File: config.mk
export PLATFORM = sky130hd
export DESIGN_NAME = axi_read_arbiter
export DESIGN_NICKNAME = d
export VERILOG_FILES = /design/src/rtl/axi_read_arbiter_pkg.sv /design/src/rtl/axi_read_arbiter_rr_select.sv /design/src/rtl/axi_read_arbiter.sv
export SDC_FILE = /design/constraint.sdc
export NUM_CORES = 1
export LEC_CHECK = 0
export ABC_AREA = 1
export CORE_ASPECT_RATIO = 0.8
export CORE_UTILIZATION = 30
export DETAILED_ROUTE_END_ITERATION = 10
export GPL_ROUTABILITY_DRIVEN = 0
export PLACE_DENSITY_LB_ADDON = 0.1
export REMOVE_ABC_BUFFERS = 1
export SYNTH_ARGS = -nofsm -noshare
export SYNTH_HDL_FRONTEND = slang
export SYNTH_SLANG_ARGS = --single-unit
export TNS_END_PERCENT = 100
File: constraint.sdc
create_clock -name clk -period 2.6 [get_ports clk]
set_input_delay 0.52 -clock clk [delete_from_list [all_inputs] [get_ports clk]]
set_output_delay 0.52 -clock clk [all_outputs]
set_load 0.05 [all_outputs]
File: src/rtl/axi_read_arbiter_pkg.sv
// Shared types and AXI constants for the read-channel arbiter.
// The write-side arbiter is meant to reuse these as well.
package axi_read_arbiter_pkg;

  localparam logic [2:0] AXI_SIZE_WORD  = 3'b010;
  localparam logic [1:0] AXI_BURST_INCR = 2'b01;

  typedef struct packed {
    logic [31:0] addr;
    logic [7:0]  len;
  } axi_rd_req_t;

  typedef enum logic {
    AR_IDLE,
    AR_ISSUE
  } ar_state_e;

endpackage

File: src/rtl/axi_read_arbiter_rr_select.sv
// Round-robin priority select: the first set request at or after ptr_i, wrapping.
// Produces a one-hot grant, the binary index of the winner, and an any-request flag.
module rr_priority_select #(
  parameter int N = 2
) (
  input  logic [N-1:0]         req_i,
  input  logic [$clog2(N)-1:0] ptr_i,
  output logic [N-1:0]         grant_o,
  output logic [$clog2(N)-1:0] idx_o,
  output logic                 any_o
);

  localparam int IW = $clog2(N);

  function automatic logic [IW-1:0] wrap(input int v);
    return IW'(v % N);
  endfunction

  // NOTE: every output gets a default before the loop so no path leaves one unassigned (no latch).
  always_comb begin
    grant_o = '0;
    idx_o   = '0;
    any_o   = 1'b0;
    for (int k = 0; k < N; k++) begin
      if (!any_o && req_i[wrap(int'(ptr_i) + k)]) begin
        any_o                            = 1'b1;
        idx_o                            = wrap(int'(ptr_i) + k);
        grant_o[wrap(int'(ptr_i) + k)]   = 1'b1;
      end
    end
  end

endmodule

File: src/rtl/axi_read_arbiter.sv
// Shares one AXI4 AR/R channel pair between NUM_REQ requesters: round-robin AR
// issue tagged with ARID = requester index, R beats routed back by RID.
module axi_read_arbiter
  import axi_read_arbiter_pkg::*;
#(
  parameter int NUM_REQ = 2,
  parameter int MAX_OUT = 4,
  parameter int ID_W    = 6
) (
  input  logic                   clk,
  input  logic                   rst,
  input  logic [NUM_REQ-1:0]     req_valid,
  output logic [NUM_REQ-1:0]     req_ready,
  input  logic [NUM_REQ*32-1:0]  req_addr,
  input  logic [NUM_REQ*8-1:0]   req_len,
  output logic [NUM_REQ-1:0]     resp_valid,
  input  logic [NUM_REQ-1:0]     resp_ready,
  output logic [31:0]            resp_data,
  output logic                   resp_last,
  output logic                   resp_err,
  output logic                   m_axi_arvalid,
  input  logic                   m_axi_arready,
  output logic [31:0]            m_axi_araddr,
  output logic [7:0]             m_axi_arlen,
  output logic [ID_W-1:0]        m_axi_arid,
  output logic [2:0]             m_axi_arsize,
  output logic [1:0]             m_axi_arburst,
  input  logic                   m_axi_rvalid,
  output logic                   m_axi_rready,
  input  logic [31:0]            m_axi_rdata,
  input  logic [1:0]             m_axi_rresp,
  input  logic                   m_axi_rlast,
  input  logic [ID_W-1:0]        m_axi_rid
);

  localparam int IDX_W = $clog2(NUM_REQ);
  localparam int CNT_W = $clog2(MAX_OUT + 1);
  localparam logic [CNT_W-1:0] CNT_MAX = CNT_W'(MAX_OUT);

  ar_state_e          state_q;
  logic               arvalid_q;
  axi_rd_req_t        ar_q;
  logic [IDX_W-1:0]   ar_idx_q;
  logic [NUM_REQ-1:0] req_ready_q;
  logic [IDX_W-1:0]   rr_q;
  logic [CNT_W-1:0]   cnt_q [NUM_REQ];
  logic [CNT_W-1:0]   cnt_d [NUM_REQ];
  logic               err_q, err_d;

  axi_rd_req_t        req_in [NUM_REQ];
  logic [NUM_REQ-1:0] eligible, grant, inc, dec;
  logic [IDX_W-1:0]   win_idx, rid_idx;
  logic               win_any, ar_hs, r_hs, rid_ok;

  always_comb begin
    for (int i = 0; i < NUM_REQ; i++) begin
      req_in[i].addr = req_addr[32*i +: 32];
      req_in[i].len  = req_len[8*i +: 8];
      eligible[i]    = req_valid[i] && (cnt_q[i] != CNT_MAX);
    end
  end

  rr_priority_select #(.N(NUM_REQ)) u_rr_select (
    .req_i   (eligible),
    .ptr_i   (rr_q),
    .grant_o (grant),
    .idx_o   (win_idx),
    .any_o   (win_any)
  );

  // NOTE: sequential state uses non-blocking assignments so every flop samples pre-edge values.
  always_ff @(posedge clk or negedge rst) begin
    if (!rst) begin
      state_q     <= AR_IDLE;
      arvalid_q   <= 1'b0;
      ar_q        <= '0;
      ar_idx_q    <= '0;
      req_ready_q <= '0;
      rr_q        <= '0;
    end else begin
      req_ready_q <= '0;
      case (state_q)
        AR_IDLE: if (win_any) begin
          req_ready_q <= grant;
          ar_q        <= req_in[win_idx];
          ar_idx_q    <= win_idx;
          arvalid_q   <= 1'b1;
          state_q     <= AR_ISSUE;
        end
        AR_ISSUE: if (m_axi_arready) begin
          arvalid_q <= 1'b0;
          rr_q      <= IDX_W'((int'(ar_idx_q) + 1) % NUM_REQ);
          state_q   <= AR_IDLE;
        end
        default: state_q <= AR_IDLE;
      endcase
    end
  end

  // Extra bit on the compare so NUM_REQ == 2**ID_W does not wrap to zero.
  assign rid_ok  = {1'b0, m_axi_rid} < (ID_W + 1)'(NUM_REQ);
  assign rid_idx = m_axi_rid[IDX_W-1:0];
  assign ar_hs   = arvalid_q && m_axi_arready;
  assign r_hs    = m_axi_rvalid && m_axi_rready;

  always_comb begin
    m_axi_rready = rid_ok ? resp_ready[rid_idx] : 1'b1;
    for (int i = 0; i < NUM_REQ; i++) begin
      resp_valid[i] = m_axi_rvalid && (m_axi_rid == ID_W'(i));
      inc[i]        = ar_hs && (ar_idx_q == IDX_W'(i));
      dec[i]        = r_hs && m_axi_rlast && rid_ok && (rid_idx == IDX_W'(i));
    end
  end

  // Underflow flags an error and pins the counter at zero rather than wrapping.
  always_comb begin
    err_d = err_q;
    if (r_hs && (!rid_ok || m_axi_rresp != 2'b00)) err_d = 1'b1;
    for (int i = 0; i < NUM_REQ; i++) begin
      cnt_d[i] = cnt_q[i];
      if (dec[i] && cnt_q[i] == '0) err_d = 1'b1;
      if (inc[i] && !dec[i])                            cnt_d[i] = cnt_q[i] + 1'b1;
      else if (dec[i] && !inc[i] && cnt_q[i] != '0)     cnt_d[i] = cnt_q[i] - 1'b1;
    end
  end

  // NOTE: the counter array is a handful of flops, not RAM, so it is reset with everything else.
  always_ff @(posedge clk or negedge rst) begin
    if (!rst) begin
      for (int i = 0; i < NUM_REQ; i++) cnt_q[i] <= '0;
      err_q <= 1'b0;
    end else begin
      cnt_q <= cnt_d;
      err_q <= err_d;
    end
  end

  assign req_ready     = req_ready_q;
  assign m_axi_arvalid = arvalid_q;
  assign m_axi_araddr  = ar_q.addr;
  assign m_axi_arlen   = ar_q.len;
  assign m_axi_arid    = ID_W'(ar_idx_q);
  assign m_axi_arsize  = AXI_SIZE_WORD;
  assign m_axi_arburst = AXI_BURST_INCR;
  assign resp_data     = m_axi_rdata;
  assign resp_last     = m_axi_rlast;
  assign resp_err      = err_q;

endmodule
==> impl_metrics.tcl, run 1 <==
set metrics [dict create \
    finalCoreUtilization_pct 47.0 \
    initial_core_util_pct 31.4 \
    met1_usage_pct 23.8 \
    met3_usage_pct 9.91 \
    dp_cells 578 \
    top_usage_layer "met2" \
    grt_pass1_wl_um 14300 \
    rr_endpoint "m_axi_araddr[22]$_DFFE_PN0P_" \
    critPathKind "in2out" \
    final_hold_viol_count 0 \
    post_drt_wl_per_cell_um 15.8 \
    drive_gt1_share_pct 4.67 \
    tightest_slew_ps 715 \
    instances_no_fill 586 \
    async_flop_share_pct 100 \
    syn_area_um2 2900 \
    setup_tns_ps 0 \
    die_h_um 90.0 \
    critPathMaxFanout 4 \
    cts-resized-gates 0 \
    critPathSlowestCell "clkdlybuf4s50_1" \
    total_leakage_power_nw 1.87 \
    worstPathCellList "clkdlybuf4s50_1 > nor2_1 > nand3_1 > nor3_1 > buf_12" \
    vias_per_cell 4.66 \
    wl_um 9250 \
    slowest_delay_ps 400 \
    whs_ps 247 \
    drt-initial-drc-count 103 \
    crit_arrival_ps 1740 \
    maxSlewHeadroom_pct 52.3 \
    track_usage_pct 18.3 \
    vias 2730 \
    syn_inst 364 \
    required_ps 2080 \
    antenna_found_initial 0 \
    first_pass_iters 9 \
    rsz0062_at_grt "false" \
    ys_ff_latch 53 \
    reg2reg_depth 7 \
    cts_setup_buffers 0 \
    fin_skew_ps 3.05 \
    htree_levels 2 \
    hold_buffers 0 \
    fin_nets 601 \
    drc 8 \
    end_kind "output pin" \
    status "complete, but fails checks" \
    grt_max_degree 43 \
    grt_use_met2_pct 27.0 \
    synth_edf_count 0 \
    fmax_ghz 0.442 \
    num_rows 31 \
    clock-root-buffer "clkbuf_16" \
    cts.sinks 53 \
    min_path_type "in2async" \
    syn_area_per_cell_um2 7.97 \
    cap_violations 0 \
    drv_slew 0 \
    yosysTopAreaCell "dfrtp_1" \
    worst_setup_path_start_kind "primary input" \
    hpwlAfterDp_um 6810 \
    clock_path_buffers 2 \
    core_region_area_um2 9230 \
    tritoncts "done" \
    die_width_um 112 \
    synth_warnings 0 \
    totalPowerFinal_mw 5.55 \
    fin_crit_ps 2260 \
    synth_ff_type "dfrtp_1" \
    numCtsBuffers 5 \
    dieArea_um2 10100 \
    grt-ovfl-total 0 \
    ir_drop_v 0.000607 \
    synth_most_common_cell "a21oi_1" \
    ant_nets 0 \
    r2r-start "cnt_q[3]$_DFFE_PN0P_" \
    path_clk_slew_ps 70 \
    io_pins 220 \
    yosys.area.top_type_share_pct 45.7 \
    antenna_cells 0 \
    ys_top_cells_by_area "dfrtp_1 (46%), a21oi_1 (14%), buf_4 (12%)" \
    r2r_setup_slack_ps 820 \
    violations "design-rule violations" \
    ys_top_cells_by_count "a21oi_1 (80), nand2_1 (70), dfrtp_1 (53), buf_4 (48), nor2_1 (47)" \
    port_buffers 145 \
    syn2layout_area_growth_pct 49.4 \
    grt_pass1_vias 2622 \
    power_density_nw_per_um2 1280 \
    period_share_pct 86.9 \
    ys_seq_area_share_pct 45.7 \
    clk_latency_ps 280 \
    setup_viol_count_final 0 \
    yosys.cell_types.count 24 \
]
[per-stage QoR]
stage | instance area [µm²] | setup slack, ps
after floorplan | 2510 | 253
after global placement | 4200 | 283
after detailed placement | 4200 | 200
after CTS | 4340 | 302
after global routing | 4340 | 219
final | 4340 | 339
[worst max-delay path by stage]
stage | startpoint | endpoint | slack [ps] | cells after the start
floorplan | m_axi_rid[3] | cnt_q[4]$_DFFE_PN0P_ | 250 | 8
detailed placement | m_axi_rid[0] | cnt_q[2]$_DFFE_PN0P_ | 200 | 13
global route | m_axi_rid[3] | resp_valid[1] | 220 | 5
global placement | m_axi_rid[0] | cnt_q[2]$_DFFE_PN0P_ | 280 | 13
CTS | m_axi_rid[3] | resp_valid[1] | 300 | 5
finish | m_axi_rid[3] | resp_valid[1] | 340 | 5
[sequential cells by signal, summed over array words and instances (netlist names)]
| register | cells |
|---|---|
| rr_q | 1 |
| cnt_q | 6 |
| m_axi_arvalid | 1 |
| m_axi_araddr | 32 |
| ar_idx_q | 1 |
| state_q | 1 |
| req_ready | 2 |
| resp_err | 1 |
| m_axi_arlen | 8 |
[routing by layer]
metal / part of all wire [%] / vias up
met5: 0.41 / -
met4: 0.18 / 2
met3: 12 / 4
met2: 43 / 134
met1: 43 / 1261
li1: - / 1329
[layout make-up]
type	instances	area, µm²
fillers	924	4900
well taps	115	144
inverters	21	78.8
repair buffers	151	1540
multi-input cells	238	1110
clock buffers	8	136
flip-flops and latches	53	1330
[kinds of logic after synthesis]
kind of cell / count (synthesis) / synth area share (%)
adders and majority gates: 2 / 1.38
xor gates and xnor gates: 2 / 0.604
buffers and inverters: 81 / 17.2
and+or+nand+nor: 134 / 18.5
DFF: 53 / 45.7
AOI/OAI and AO/OA: 90 / 16.3
other: 2 / 0.259
[worst max-delay path: cells and delay by family]
family / cells / cell delay [ps]
simple gates: 3 / 620
buf+inv: 2 / 590
[where the power goes]
part           internal, mW  leakage, nW  switching, mW
combinational          1.14         1.21           2.28
clock                 0.359       0.0652          0.285
sequential             1.24        0.601          0.251
[layout by cell type, fill, tap and decap left out, types with 2 or more instances in the layout]
cell type        synthesis  routed
a21oi_1                 80      80
buf_12                   0       5
buf_4                   48       5
clkbuf_1                 0       3
clkbuf_16                0       5
clkdlybuf4s50_1          0     140
conb_1                   2      10
dfrtp_1                 53      53
fa_1                     2       2
inv_1                   19      19
inv_2                    2       2
nand2_1                 70      70
nand3_1                 10      10
nand3b_1                 2       2
nor2_1                  47      47
o21ai_0                  4       4
o21ai_1                  2       2
xor2_1                   2       2
No activity file was read; power rests on OpenSTA's default activity.
==> run 2: changes to the inputs <==
--- a/config.mk
+++ b/config.mk
@@ -8,6 +8,7 @@
 export ABC_AREA = 1
 export CORE_ASPECT_RATIO = 0.8
 export CORE_UTILIZATION = 30
+export CTS_BUF_LIST = sky130_fd_sc_hd__clkbuf_16
 export DETAILED_ROUTE_END_ITERATION = 10
 export GPL_ROUTABILITY_DRIVEN = 0
 export PLACE_DENSITY_LB_ADDON = 0.1
==> impl_metrics.tcl, run 2 (same netlist as run 1, synthesis figures left out) <==
set metrics [dict create \
    vias_per_cell 4.66 \
    hold_buffers 0 \
    htree_levels 2 \
    r2r_setup_slack_ps 820 \
    place_ws_ps 200 \
    worstPathCellList "clkdlybuf4s50_1 > nor2_1 > nand3_1 > nor3_1 > buf_12" \
    place_area_um2 4200 \
    met3_usage_pct 9.91 \
    io_pins 220 \
    cts.sinks 53 \
    core_region_area_um2 9230 \
    design_area_um2 4340 \
    ir_drop_v 0.000607 \
    numCtsBuffers 5 \
    path_clk_slew_ps 60 \
    port_buffers 145 \
    slowest_delay_ps 400 \
    final_common_cell "clkdlybuf4s50_1" \
    status "complete, but fails checks" \
    ant_nets 0 \
    cts_setup_buffers 0 \
    setup_tns_ps 0 \
    violations "design-rule violations" \
    largest_reg_flops 32 \
    total_leakage_power_nw 1.88 \
    fin_crit_ps 2260 \
    setup_viol_count_final 0 \
    layout_common_cells "clkdlybuf4s50_1 (140), a21oi_1 (80), nand2_1 (70)" \
    fin_ws_ps 339 \
    die_h_um 90.0 \
    final_hold_viol_count 0 \
    cap_violations 0 \
    totalPowerFinal_mw 5.54 \
    fmax_ghz 0.442 \
    syn2layout_area_growth_pct 49.4 \
    wl_um 9240 \
    maxSlewHeadroom_pct 52.4 \
    critPathTopFamily "simple AND/OR/NAND/NOR gates" \
    cp.buffers_inverters 2 \
    startpoint "m_axi_rid[3]" \
    critPathSlowestCell "clkdlybuf4s50_1" \
    post_drt_wl_per_cell_um 15.8 \
    min_path_type "in2async" \
    die_width_um 112 \
    hpwlAfterDp_um 6810 \
    clock_path_buffers 2 \
    first_pass_iters 9 \
    fin_skew_ps 3.52 \
    drc 8 \
    worst_setup_path_start_kind "primary input" \
    clock-root-buffer "clkbuf_16" \
    drive_gt1_share_pct 4.67 \
    grt-ovfl-total 0 \
    power_density_nw_per_um2 1280 \
    vias 2729 \
    finalCoreUtilization_pct 47.0 \
    grt_use_met2_pct 27.0 \
    drt-initial-drc-count 103 \
    antenna_found_initial 0 \
    period_share_pct 86.9 \
    num_rows 31 \
    dieArea_um2 10100 \
    top_usage_layer "met2" \
    track_usage_pct 18.3 \
    r2r-start "cnt_q[3]$_DFFE_PN0P_" \
    critPathKind "in2out" \
    grt_pass1_wl_um 14300 \
    fin_nets 601 \
    grt_max_degree 43 \
    rsz0062_at_grt "false" \
    end_kind "output pin" \
    tightest_slew_ps 714 \
    cts-resized-gates 0 \
    initial_core_util_pct 31.4 \
    fillCellCount 924 \
    required_ps 2080 \
    drv_slew 0 \
    critPathMaxFanout 4 \
    tritoncts "done" \
    antenna_cells 0 \
    grt_pass1_vias 2622 \
    crit_arrival_ps 1740 \
    clk_latency_ps 280 \
    met1_usage_pct 23.8 \
]
==> run 2: worst register-to-register path: stages, from the launching register on <==
cell	delay [ps]
dfrtp_1	420
inv_1	90
nand3_1	70
nand2_1	170
o21ai_4	90
inv_2	530
nand2_1	130
a21oi_1	200
==> run 2: cell type report <==
class	count	area, µm²	share of cell area, %
multi-input cells	238	1110	25.5
well taps	115	144	3.32
repair buffers	151	1540	35.6
clock inverters	3	11.3	0.260
clock buffers	5	125	2.89
inverters	21	78.8	1.82
flip-flops and latches	53	1330	30.6
==> run 2: per-stage QoR <==
| stage | hold slack (ps) | cells |
|---|---|---|
| 2_1_floorplan | 224 | 312 |
| 3_3_place_gp | 484 | 578 |
| 3_5_place_dp | 491 | 578 |
| 4_1_cts | 269 | 586 |
| 5_1_grt | 296 | 586 |
| 6_report | 248 | 586 |
==> run 2: per-layer routing <==
metal | share of wire (%) | wire (µm)
met4 | 0.18 | 17
met5 | 0.41 | 38
met1 | 43 | 4010
met3 | 12 | 1160
met2 | 44 | 4020
==> run 2: report_power, final <==
group | total, mW | internal (mW) | switching (mW)
logic | 3.42 | 1.14 | 2.28
registers | 1.49 | 1.24 | 0.251
clock network | 0.632 | 0.347 | 0.284
total | 5.54 | 2.73 | 2.81
==> run 2: final timing paths <==
check                                                     to  cells past startpoint
worst max-delay path                           resp_valid[1]                      5
worst min-delay path             m_axi_araddr[3]$_DFFE_PN0P_                      1
worst max register to register  m_axi_araddr[22]$_DFFE_PN0P_                      7
worst min register to register          cnt_q[5]$_DFFE_PN0P_                      2
max in group asynchronous         m_axi_arlen[2]$_DFFE_PN0P_                      2
min in group clk                        cnt_q[5]$_DFFE_PN0P_                      2
==> run 3: changes to the inputs <==
==> constraint.sdc (replaced) <==
create_clock -name clk -period 2.5 [get_ports clk]
set_input_delay 0.5 -clock clk [delete_from_list [all_inputs] [get_ports clk]]
set_output_delay 0.5 -clock clk [all_outputs]
set_load 0.01 [all_outputs]
==> impl_metrics.tcl, run 3 (same netlist as run 1, synthesis figures left out) <==
set metrics [dict create \
    status "complete, but fails checks" \
    violations "design-rule violations" \
    die_width_um 112 \
    total_leakage_power_nw 1.86 \
    drt-initial-drc-count 100 \
    final_hold_viol_count 0 \
    syn2layout_area_growth_pct 48.5 \
    rr_endpoint "m_axi_araddr[26]$_DFFE_PN0P_" \
    period_share_pct 96.9 \
    clock_path_buffers 2 \
    clock-root-buffer "clkbuf_16" \
    fmax_ghz 0.413 \
    cap_violations 0 \
    critPathMaxFanout 4 \
    hold_buffers 0 \
    io_pins 220 \
    dieArea_um2 10100 \
    port_buffers 145 \
    vias_per_cell 4.71 \
    post_drt_wl_per_cell_um 15.8 \
    finalCoreUtilization_pct 46.7 \
    top_usage_layer "met2" \
    antenna_found_initial 0 \
    worst_setup_path_start_kind "primary input" \
    wl_um 9220 \
    num_rows 31 \
    power_density_nw_per_um2 1080 \
    crit_arrival_ps 1920 \
    fin_nets 600 \
    drv_slew 0 \
    fin_crit_ps 2420 \
    clk_latency_ps 290 \
    tightest_slew_ps 732 \
    rsz0062_at_grt "false" \
    min_path_type "in2async" \
    r2r_setup_slack_ps 730 \
    end_kind "output pin" \
    antenna_cells 0 \
    core_region_area_um2 9230 \
    first_pass_iters 7 \
    layout_common_cells "clkdlybuf4s50_1 (143), a21oi_1 (80), nand2_1 (70)" \
    largest_reg_flops 32 \
    tritoncts "done" \
    initial_core_util_pct 31.4 \
    numCtsBuffers 5 \
    die_h_um 90.0 \
    hpwlAfterDp_um 6730 \
    r2r-start "cnt_q[4]$_DFFE_PN0P_" \
    required_ps 2000 \
    vias 2745 \
    cts.sinks 53 \
    met3_usage_pct 9.84 \
    grt-ovfl-total 0 \
    met1_usage_pct 24.1 \
    ant_nets 0 \
    critPathKind "in2out" \
    grt_max_degree 43 \
    dp_cells 577 \
    setup_tns_ps 0 \
    fin_skew_ps 7.18 \
    grt_pass1_wl_um 14300 \
    track_usage_pct 18.2 \
    maxSlewHeadroom_pct 51.1 \
    instances_no_fill 583 \
    drc 9 \
    path_clk_slew_ps 70 \
    reg2reg_depth 7 \
    ir_drop_v 0.000463 \
    grt_use_met2_pct 26.4 \
    setup_viol_count_final 0 \
    drive_gt1_share_pct 4.06 \
    grt_pass1_vias 2653 \
    final_common_cell "clkdlybuf4s50_1" \
    htree_levels 2 \
]
==> run 3: through the flow <==
stage | total power, mW | worst slack [ps] | area (µm²) | hold WS (ps)
CTS | 4.72 | 12.5 | 4290 | 273
global placement | 4.00 | 43.2 | 4160 | 489
global route | 5.06 | 11.5 | 4310 | 298
finish | 4.65 | 78.4 | 4310 | 255
floorplan | 2.72 | 608 | 2510 | 204
detailed placement | 4.03 | 11.1 | 4160 | 507
==> run 3: worst max-delay path, stage by stage <==
cell	delay (ps)
clkdlybuf4s50_1	400
nor2_1	130
nand3_2	140
nor3_4	190
clkdlybuf4s50_1	570
==> run 3: power breakdown <==
part	switching, mW	leakage, nW	internal, mW
Sequential	0.258	0.601	1.29
Combinational	1.25	1.20	1.19
Clock	0.298	0.0655	0.359
==> run 3: metal layers <==
layer	share of wire [%]	vias up	wire, µm
met5	0.41	-	38
met4	0.38	2	35
met3	13	6	1170
met2	44	147	4020
met1	43	1267	3960
li1	-	1323	-
==> run 3: worst max-delay path by stage <==
stage / from / to / depth (start not counted)
2_1_floorplan: cnt_q[3]$_DFFE_PN0P_ / m_axi_araddr[0]$_DFFE_PN0P_ / 7
3_3_place_gp: m_axi_rid[3] / resp_valid[0] / 5
3_5_place_dp: m_axi_rid[3] / resp_valid[0] / 5
4_1_cts: m_axi_rid[3] / resp_valid[0] / 5
5_1_grt: m_axi_rid[3] / resp_valid[0] / 5
6_report: m_axi_rid[3] / resp_valid[0] / 5
==> run 3: cell type report <==
class                   instances  area [µm²]
fillers                       913        4920
repair buffers                150        1510
flip-flops and latches         53        1330
multi-input cells             238        1120
well taps                     115         144
clock buffers                   5         125
inverters                      21        78.8
clock inverters                 1        5.00
==> run 3: what timing repair did <==
item / in CTS / in global routing
setup endpoints to repair: 0 / 2
gates resized for setup: 0 / 3
setup buffers: 0 / 0
